[src/rtl/sri_to_axilite_pkg.sv]
// Shared types and AXI response helpers for the SRI to AXI4-Lite master bridge.
package sri_to_axilite_pkg;

  localparam logic [1:0] AXI_RESP_OKAY   = 2'b00;
  localparam logic [1:0] AXI_RESP_EXOKAY = 2'b01;
  localparam logic [1:0] AXI_RESP_SLVERR = 2'b10;
  localparam logic [1:0] AXI_RESP_DECERR = 2'b11;

  typedef enum logic [2:0] {
    IDLE,
    WR_REQ,
    WR_RESP,
    RD_REQ,
    RD_RESP
  } sri_axi_state_t;

  function automatic logic resp_is_error(input logic [1:0] resp);
    logic err;
    err = 1'b1;
    case (resp)
      AXI_RESP_OKAY, AXI_RESP_EXOKAY:   err = 1'b0;
      AXI_RESP_SLVERR, AXI_RESP_DECERR: err = 1'b1;
      default:                          err = 1'b1;
    endcase
    return err;
  endfunction

endpackage

[src/rtl/sri_to_axilite.sv]
// SRI target to AXI4-Lite master bridge: one outstanding read or write at a time,
// response returned as a single-cycle sri_rvalid_o pulse.
module sri_to_axilite
  import sri_to_axilite_pkg::*;
#(
  parameter int AXI_ADDR_WIDTH = 20,
  parameter int AXI_DATA_WIDTH = 64,
  parameter int SRI_ADDR_WIDTH = 6,
  parameter int SRI_DATA_WIDTH = 64,
  parameter logic [AXI_ADDR_WIDTH-1:0] AXI_BASE_ADDR = '0
) (
  input  logic                          clk_i,
  input  logic                          rst_i,
  input  logic                          sri_en_i,
  output logic                          sri_ready_o,
  input  logic                          sri_we_i,
  input  logic [SRI_ADDR_WIDTH-1:0]     sri_addr_i,
  input  logic [SRI_DATA_WIDTH-1:0]     sri_wdata_i,
  input  logic [SRI_DATA_WIDTH/8-1:0]   sri_be_i,
  output logic                          sri_rvalid_o,
  output logic [SRI_DATA_WIDTH-1:0]     sri_rdata_o,
  output logic                          sri_error_o,
  output logic [AXI_ADDR_WIDTH-1:0]     m_awaddr_o,
  output logic                          m_awvalid_o,
  input  logic                          m_awready_i,
  output logic [AXI_DATA_WIDTH-1:0]     m_wdata_o,
  output logic [AXI_DATA_WIDTH/8-1:0]   m_wstrb_o,
  output logic                          m_wvalid_o,
  input  logic                          m_wready_i,
  input  logic [1:0]                    m_bresp_i,
  input  logic                          m_bvalid_i,
  output logic                          m_bready_o,
  output logic [AXI_ADDR_WIDTH-1:0]     m_araddr_o,
  output logic                          m_arvalid_o,
  input  logic                          m_arready_i,
  input  logic [AXI_DATA_WIDTH-1:0]     m_rdata_i,
  input  logic [1:0]                    m_rresp_i,
  input  logic                          m_rvalid_i,
  output logic                          m_rready_o,
  output sri_axi_state_t                state_o
);

  if (AXI_DATA_WIDTH != SRI_DATA_WIDTH) begin : g_width_check
    $error("AXI_DATA_WIDTH must equal SRI_DATA_WIDTH");
  end
  if (SRI_ADDR_WIDTH > AXI_ADDR_WIDTH) begin : g_addr_check
    $error("SRI_ADDR_WIDTH must not exceed AXI_ADDR_WIDTH");
  end
  if (AXI_BASE_ADDR[SRI_ADDR_WIDTH-1:0] != '0) begin : g_base_check
    $error("AXI_BASE_ADDR low SRI_ADDR_WIDTH bits must be zero");
  end

  // Handshake rule on every channel: a transfer happens on a rising edge where
  // valid and ready are both high; valid, once raised, holds with stable payload
  // until that edge and drops in the following cycle.
  sri_axi_state_t              state;
  logic                        aw_done;
  logic                        w_done;
  logic [AXI_ADDR_WIDTH-1:0]   addr_ext;
  logic                        aw_fire;
  logic                        w_fire;

  always_comb begin
    addr_ext = '0;
    addr_ext[SRI_ADDR_WIDTH-1:0] = sri_addr_i;
    addr_ext = addr_ext | AXI_BASE_ADDR;
  end

  assign aw_fire     = m_awvalid_o && m_awready_i;
  assign w_fire      = m_wvalid_o && m_wready_i;
  assign sri_ready_o = (state == IDLE);
  assign state_o     = state;

  always_ff @(posedge clk_i or posedge rst_i) begin
    if (rst_i) begin
      state        <= IDLE;
      aw_done      <= 1'b0;
      w_done       <= 1'b0;
      m_awaddr_o   <= '0;
      m_awvalid_o  <= 1'b0;
      m_wdata_o    <= '0;
      m_wstrb_o    <= '0;
      m_wvalid_o   <= 1'b0;
      m_bready_o   <= 1'b0;
      m_araddr_o   <= '0;
      m_arvalid_o  <= 1'b0;
      m_rready_o   <= 1'b0;
      sri_rvalid_o <= 1'b0;
      sri_rdata_o  <= '0;
      sri_error_o  <= 1'b0;
    end else begin
      sri_rvalid_o <= 1'b0;
      case (state)
        IDLE: begin
          if (sri_en_i) begin
            if (sri_we_i) begin
              m_awaddr_o  <= addr_ext;
              m_wdata_o   <= sri_wdata_i;
              m_wstrb_o   <= sri_be_i;
              m_awvalid_o <= 1'b1;
              m_wvalid_o  <= 1'b1;
              aw_done     <= 1'b0;
              w_done      <= 1'b0;
              state       <= WR_REQ;
            end else begin
              m_araddr_o  <= addr_ext;
              m_arvalid_o <= 1'b1;
              state       <= RD_REQ;
            end
          end
        end
        WR_REQ: begin
          // AW and W retire independently; the response phase waits for both.
          if (aw_fire) begin
            m_awvalid_o <= 1'b0;
            aw_done     <= 1'b1;
          end
          if (w_fire) begin
            m_wvalid_o <= 1'b0;
            w_done     <= 1'b1;
          end
          if ((aw_done || aw_fire) && (w_done || w_fire)) begin
            m_bready_o <= 1'b1;
            state      <= WR_RESP;
          end
        end
        WR_RESP: begin
          if (m_bvalid_i) begin
            m_bready_o   <= 1'b0;
            sri_rvalid_o <= 1'b1;
            sri_rdata_o  <= '0;
            sri_error_o  <= resp_is_error(m_bresp_i);
            state        <= IDLE;
          end
        end
        RD_REQ: begin
          if (m_arready_i) begin
            m_arvalid_o <= 1'b0;
            m_rready_o  <= 1'b1;
            state       <= RD_RESP;
          end
        end
        RD_RESP: begin
          if (m_rvalid_i) begin
            m_rready_o   <= 1'b0;
            sri_rvalid_o <= 1'b1;
            sri_rdata_o  <= m_rdata_i;
            sri_error_o  <= resp_is_error(m_rresp_i);
            state        <= IDLE;
          end
        end
        default: state <= IDLE;
      endcase
    end
  end

endmodule

[config.mk]
export PLATFORM = sky130hd
export DESIGN_NAME = sri_to_axilite
export DESIGN_NICKNAME = d
export VERILOG_FILES = /design/src/rtl/sri_to_axilite_pkg.sv /design/src/rtl/sri_to_axilite.sv
export SDC_FILE = /design/constraint.sdc
export NUM_CORES = 1
export LEC_CHECK = 0
export CAP_MARGIN = 40
export CELL_PAD_IN_SITES_DETAIL_PLACEMENT = 0
export CELL_PAD_IN_SITES_GLOBAL_PLACEMENT = 1
export CORE_UTILIZATION = 32
export DETAILED_ROUTE_END_ITERATION = 7
export PLACE_DENSITY_LB_ADDON = 0.1
export SYNTH_ARGS = -nofsm -noshare
export SYNTH_HDL_FRONTEND = slang
export SYNTH_SLANG_ARGS = --single-unit
export TNS_END_PERCENT = 10
[constraint.sdc]
create_clock -name clk_i -period 10.8 [get_ports clk_i]
set_input_delay 2.16 -clock clk_i [delete_from_list [all_inputs] [get_ports clk_i]]
set_output_delay 2.16 -clock clk_i [all_outputs]
set_load 0.05 [all_outputs]
Word-level counts from Yosys, hierarchy flattened
Index checks and enable logic that the tools add are counted.
{"block": "totals", "rom_bits": 0, "inputBits": 155, "latchBits": 0, "memories": 0, "mem_bits_rw": 0, "reg_bits": 160, "output_inout_bits": 187}
{"block": "classes", "shift": 0, "mul": 0, "n_addsub": 0, "eq_ne": 19, "muxes": 40, "n_reduce_logical": 26, "bitwise_logic": 1, "div_mod_pow": 0, "order_cmp": 0}
{"op": "$mux 64", "n": 2}
{"op": "$pmux 64 s2", "n": 1}
{"op": "$pmux 1 s2", "n": 11}
{"op": "$mux 1", "n": 19}
{"op": "$ne 2x2->1 const B", "n": 8}
{"op": "$mux 3", "n": 5}
{"op": "$pmux 3 s5", "n": 1}
{"op": "$reduce_and 3->1", "n": 5}
{"op": "$reduce_and 4->1", "n": 3}
{"op": "$reduce_bool 2->1", "n": 5}
{"op": "$eq 2x2->1 const B", "n": 4}
{"op": "$reduce_or 2->1", "n": 4}
{"op": "$eq 3x2->1 const B", "n": 2}
{"op": "$reduce_and 5->1", "n": 1}
{"op": "$eq 2x1->1 const B", "n": 2}
{"op": "$logic_not 2->1", "n": 2}
{"op": "$eq 3x1->1 const B", "n": 1}
{"op": "$eq 3x3->1 const B", "n": 1}
{"op": "$logic_and 1x1->1", "n": 3}
{"op": "$logic_not 3->1", "n": 1}
{"op": "$logic_or 1x1->1", "n": 2}
{"op": "$mux 2", "n": 1}
{"op": "$ne 2x1->1 const B", "n": 1}
{"op": "$not 1->1", "n": 1}

Depth between registers and ports, before layout
{"block": "logic_depth", "word_depth": 5, "depth_mapped": 6, "depth_no_buf": 3}

Worst setup path before layout
OpenSTA, ideal clock, no wires.
{"block": "synth_timing", "path_kind": "reg2out", "from": "register state[0], in the netlist state_o[0]", "to": "output port sri_ready_o", "arrival_time_ns": 1.382, "stages_incl_launch_ff": 2, "setup_slack_ns": 7.258, "path_cell_list": "dfrtp_1 > nor3_2"}
{"block": "synth_via", "elab_chain_len": 1}
{"item": "from (decl)", "line_no": "sri_to_axilite.sv:56", "source": "sri_axi_state_t state;"}
{"item": "from (signal assigned)", "line_no": "sri_to_axilite.sv:76", "source": "state <= IDLE;"}
{"item": "from (signal assigned)", "line_no": "sri_to_axilite.sv:104", "source": "state <= WR_REQ;"}
{"item": "from (signal assigned)", "line_no": "sri_to_axilite.sv:108", "source": "state <= RD_REQ;"}
{"item": "$logic_not 3->1", "line_no": "sri_to_axilite.sv:71", "source": "assign sri_ready_o = (state == IDLE);"}
{"item": "to (decl)", "line_no": "sri_to_axilite.sv:15", "source": "output logic sri_ready_o,"}
No other way between the ends.

Worst setup path in the final report
Same ends and word-level chain as after synthesis.

==> flow_summary_export.csv <==
group,metric,value,unit
floorplanning,ios,342,
timing,setup_viol,0,
routing,wl_met1,6302,µm
floorplanning,placementRows,50,
clock_tree,cts_max_path_buffers,2,
routing,met3RoutedLength,1775,µm
logic_synthesis,synth_flop_cell,"dfrtp_1",
clock_tree,cts.clk_slew.worst_paths,0.06,ns
place,placedCellCount,958,
place,place_hpwl,12540,µm
routing,drt_iter0_drc,134,
routing,avgRoutedWirePerCell,16.99,µm
worst_setup_path,path_max_fanout,16,
logic_synthesis,synth_warnings,0,
logic_synthesis,synth-edff-count,0,
clock_tree,hold_buffers,0,
logic_synthesis,synthTopCellsByCount,"dfrtp_1 (160), mux2_1 (76), a22o_1 (64)",
place,port_buffers,311,
timing,hold_violations,0,
timing,tightest_slew,0.7893,ns
logic_synthesis,synth_area_leaders,"dfrtp_1 (64%), mux2_1 (14%), a22o_1 (8.9%), buf_4 (3.7%), buf_6 (3.4%)",
finish,fin_cells,989,
clock_tree,clock-sinks,160,
clock_tree,cts_setup_buffers,0,
floorplanning,die_y,142.0,µm
finish,final_cell_area,10030,µm²
worst_setup_path,start_kind,"flip-flop",
logic_synthesis,synthCells,410,
clock_tree,htree_levels,4,
timing,timing.slew.headroom,47.38,%
timing,setup_slack,6.522,ns
timing,rsz0062_at_grt,"false",
worst_setup_path,worst_ep_required_time,8.64,ns
routing,firstDrtPassIters,4,
routing,route.vias.total,4441,
clock_tree,cts_buffers,17,
logic_synthesis,synth_area_leader_cell,"dfrtp_1",
worst_setup_path,worstSetupPathType,"flip-flop to output port",
place,gp_congestion,0.7647,
timing,skew,0.007537,ns
grt,grt_pass1_vias,4711,
power_and_ir_drop,design_power_total,3.141,mW
grt,grt_max_degree,89,
logic_synthesis,synth_top_area_share,63.81,%
finish,drive_gt1_share,6.722,%
routing,detail-route-antenna-nets,0,
routing,drc_errors,0,
logic_synthesis,ys_types,29,
min_path,hold_path_class,"flip-flop to flip-flop",
grt,grt_antenna_before_repair,0,
floorplanning,dieArea,20170,µm²
clock_tree,cts_resized,0,
finish,nFillCells,1667,
timing,max_freq,233.7,MHz
grt,grt_pass1_wl,25900,µm
logic_synthesis,syn_area,6275,µm²
floorplanning,die_x,142.0,µm
timing,finalCritPeriodShare,39.61,%
grt,grt_usage,17.03,%
worst_setup_path,crit_arrival,2.12,ns
logic_synthesis,ys_seq_area_share,63.81,%
place,dp_slack,6.769,ns
clock_tree,clkLatencyLatePin,0.42,ns
routing,routed_via_density,4.490,
floorplanning,start_util,33.10,%
finish,synthToLayoutAreaGrowth,59.92,%
logic_synthesis,synthArstFlopShare,100.0,%
power_and_ir_drop,leakage,4.312,nW
floorplanning,core,18960,µm²
timing,fin_crit,4.278,ns
logic_synthesis,synth-seq-cells,160,
timing,tns,0,ns
grt,grt-ovfl-total,0,
power_and_ir_drop,vdd_drop_max,0.09975,mV
clock_tree,cts-root-buf,"clkbuf_16",
routing,wl_met2,8481,µm
worst_setup_path,critPathCaptureType,"output port",
clock_tree,cts_tree,"yes",
finish,num-nets-final,872,
finish,antenna_cells,0,
timing,maxSlewViolCount,0,
status,status,"finished clean",
logic_synthesis,syn_avg_cell_area,15.30,µm²
place,placedInstanceArea,9460,µm²
power_and_ir_drop,p_per_area,313.0,nW/µm²
logic_synthesis,yosysMostFrequentCell,"dfrtp_1",
run,drv_cap,0,
routing,routed.top_layer,"met4",
routing,wl,16800,µm
-- where the power goes --
part	leakage [nW]	switching (mW)	internal [mW]
combinational	2.02	1.05	0.572
sequential	2.02	0.118	0.817
clock	0.272	0.236	0.351
-- flip-flops by register name, summed over array words and instances, names as in the netlist --
signal / flops
aw_done: 1
m_araddr_o: 6
m_arvalid_o: 1
m_awaddr_o: 6
m_awvalid_o: 1
m_bready_o: 1
m_rready_o: 1
m_wdata_o: 64
m_wstrb_o: 8
m_wvalid_o: 1
sri_error_o: 1
sri_rdata_o: 64
sri_rvalid_o: 1
state_o: 3
w_done: 1
-- per-stage QoR --
step	hold WS, ns	utilization, %
after global placement	0.4614	49.41
final	0.4807	52.94
after CTS	0.4873	52.94
after global routing	0.4970	52.94
after detailed placement	0.4741	49.91
after floorplan	0.4644	-
-- layout by cell type, fill, tap and decap left out, types with 2 or more instances in the layout --
cell type,Yosys,routed
bufinv_16,0,2
mux2_2,10,10
mux2_1,76,76
buf_12,0,2
buf_16,0,2
clkdlybuf4s50_1,0,311
a22o_1,64,64
dfrtp_1,160,160
clkinvlp_4,0,3
clkinv_2,0,2
nand3_1,2,2
nor2_1,7,7
a21o_1,6,5
conb_1,1,28
o21ai_0,2,2
nand3b_1,2,2
clkbuf_8,0,2
nor4_1,2,2
nand2_1,2,2
clkinv_4,0,2
clkbuf_16,0,17
nor4b_1,2,2
a31oi_1,4,4
clkbuf_1,2,3
a21oi_1,3,3
nor3b_1,2,2
-- critical path, stage by stage, from the launching register on --
cell	delay (ns)
dfrtp_1	0.55
nor3_2	0.30
clkdlybuf4s50_1	0.85
-- metal layers --
layer / vias up / GRT usage [%]
met3: 15 / 7.739
met4: 0 / 5.263
met2: 206 / 29.23
met5: - / 0
li1: 2044 / -
met1: 2176 / 18.74
-- layout make-up --
class	instances	area (µm²)	share of cell area, %
clock buffers	22	464.2	4.626
clock inverters	9	110.1	1.097
inverters	2	12.51	0.1247
multi-input cells	220	1903	18.97
flip-flops and latches	160	4004	39.90
well taps	260	325.3	3.242
repair buffers	316	3216	32.04
-- logic make-up after synthesis --
| kind of cell | share of synthesized area, % |
|---|---|
| other | 0.05976 |
| muxes | 15.43 |
| AOI/OAI and AO/OA | 10.59 |
| DFF | 63.81 |
| and+or+nand+nor | 2.513 |
| buffers and inverters | 7.597 |
-- final timing paths --
| path | start | endpoint | depth (start not counted) | slack (ns) |
|---|---|---|---|---|
| setup / recovery | state_o[0] | sri_ready_o | 2 | 6.52 |
| hold / removal | m_wdata_o[41] | m_wdata_o[41] | 1 | 0.48 |
| setup reg to reg | state_o[0] | m_wdata_o[32] | 4 | 8.63 |
| hold reg to reg | m_wdata_o[41] | m_wdata_o[41] | 1 | 0.48 |
| max in group asynchronous | rst_i | sri_rdata_o[26] | 4 | 7.33 |
| min in group asynchronous | rst_i | m_wdata_o[59] | 2 | 2.25 |
Power figures use the tool's default switching activity.
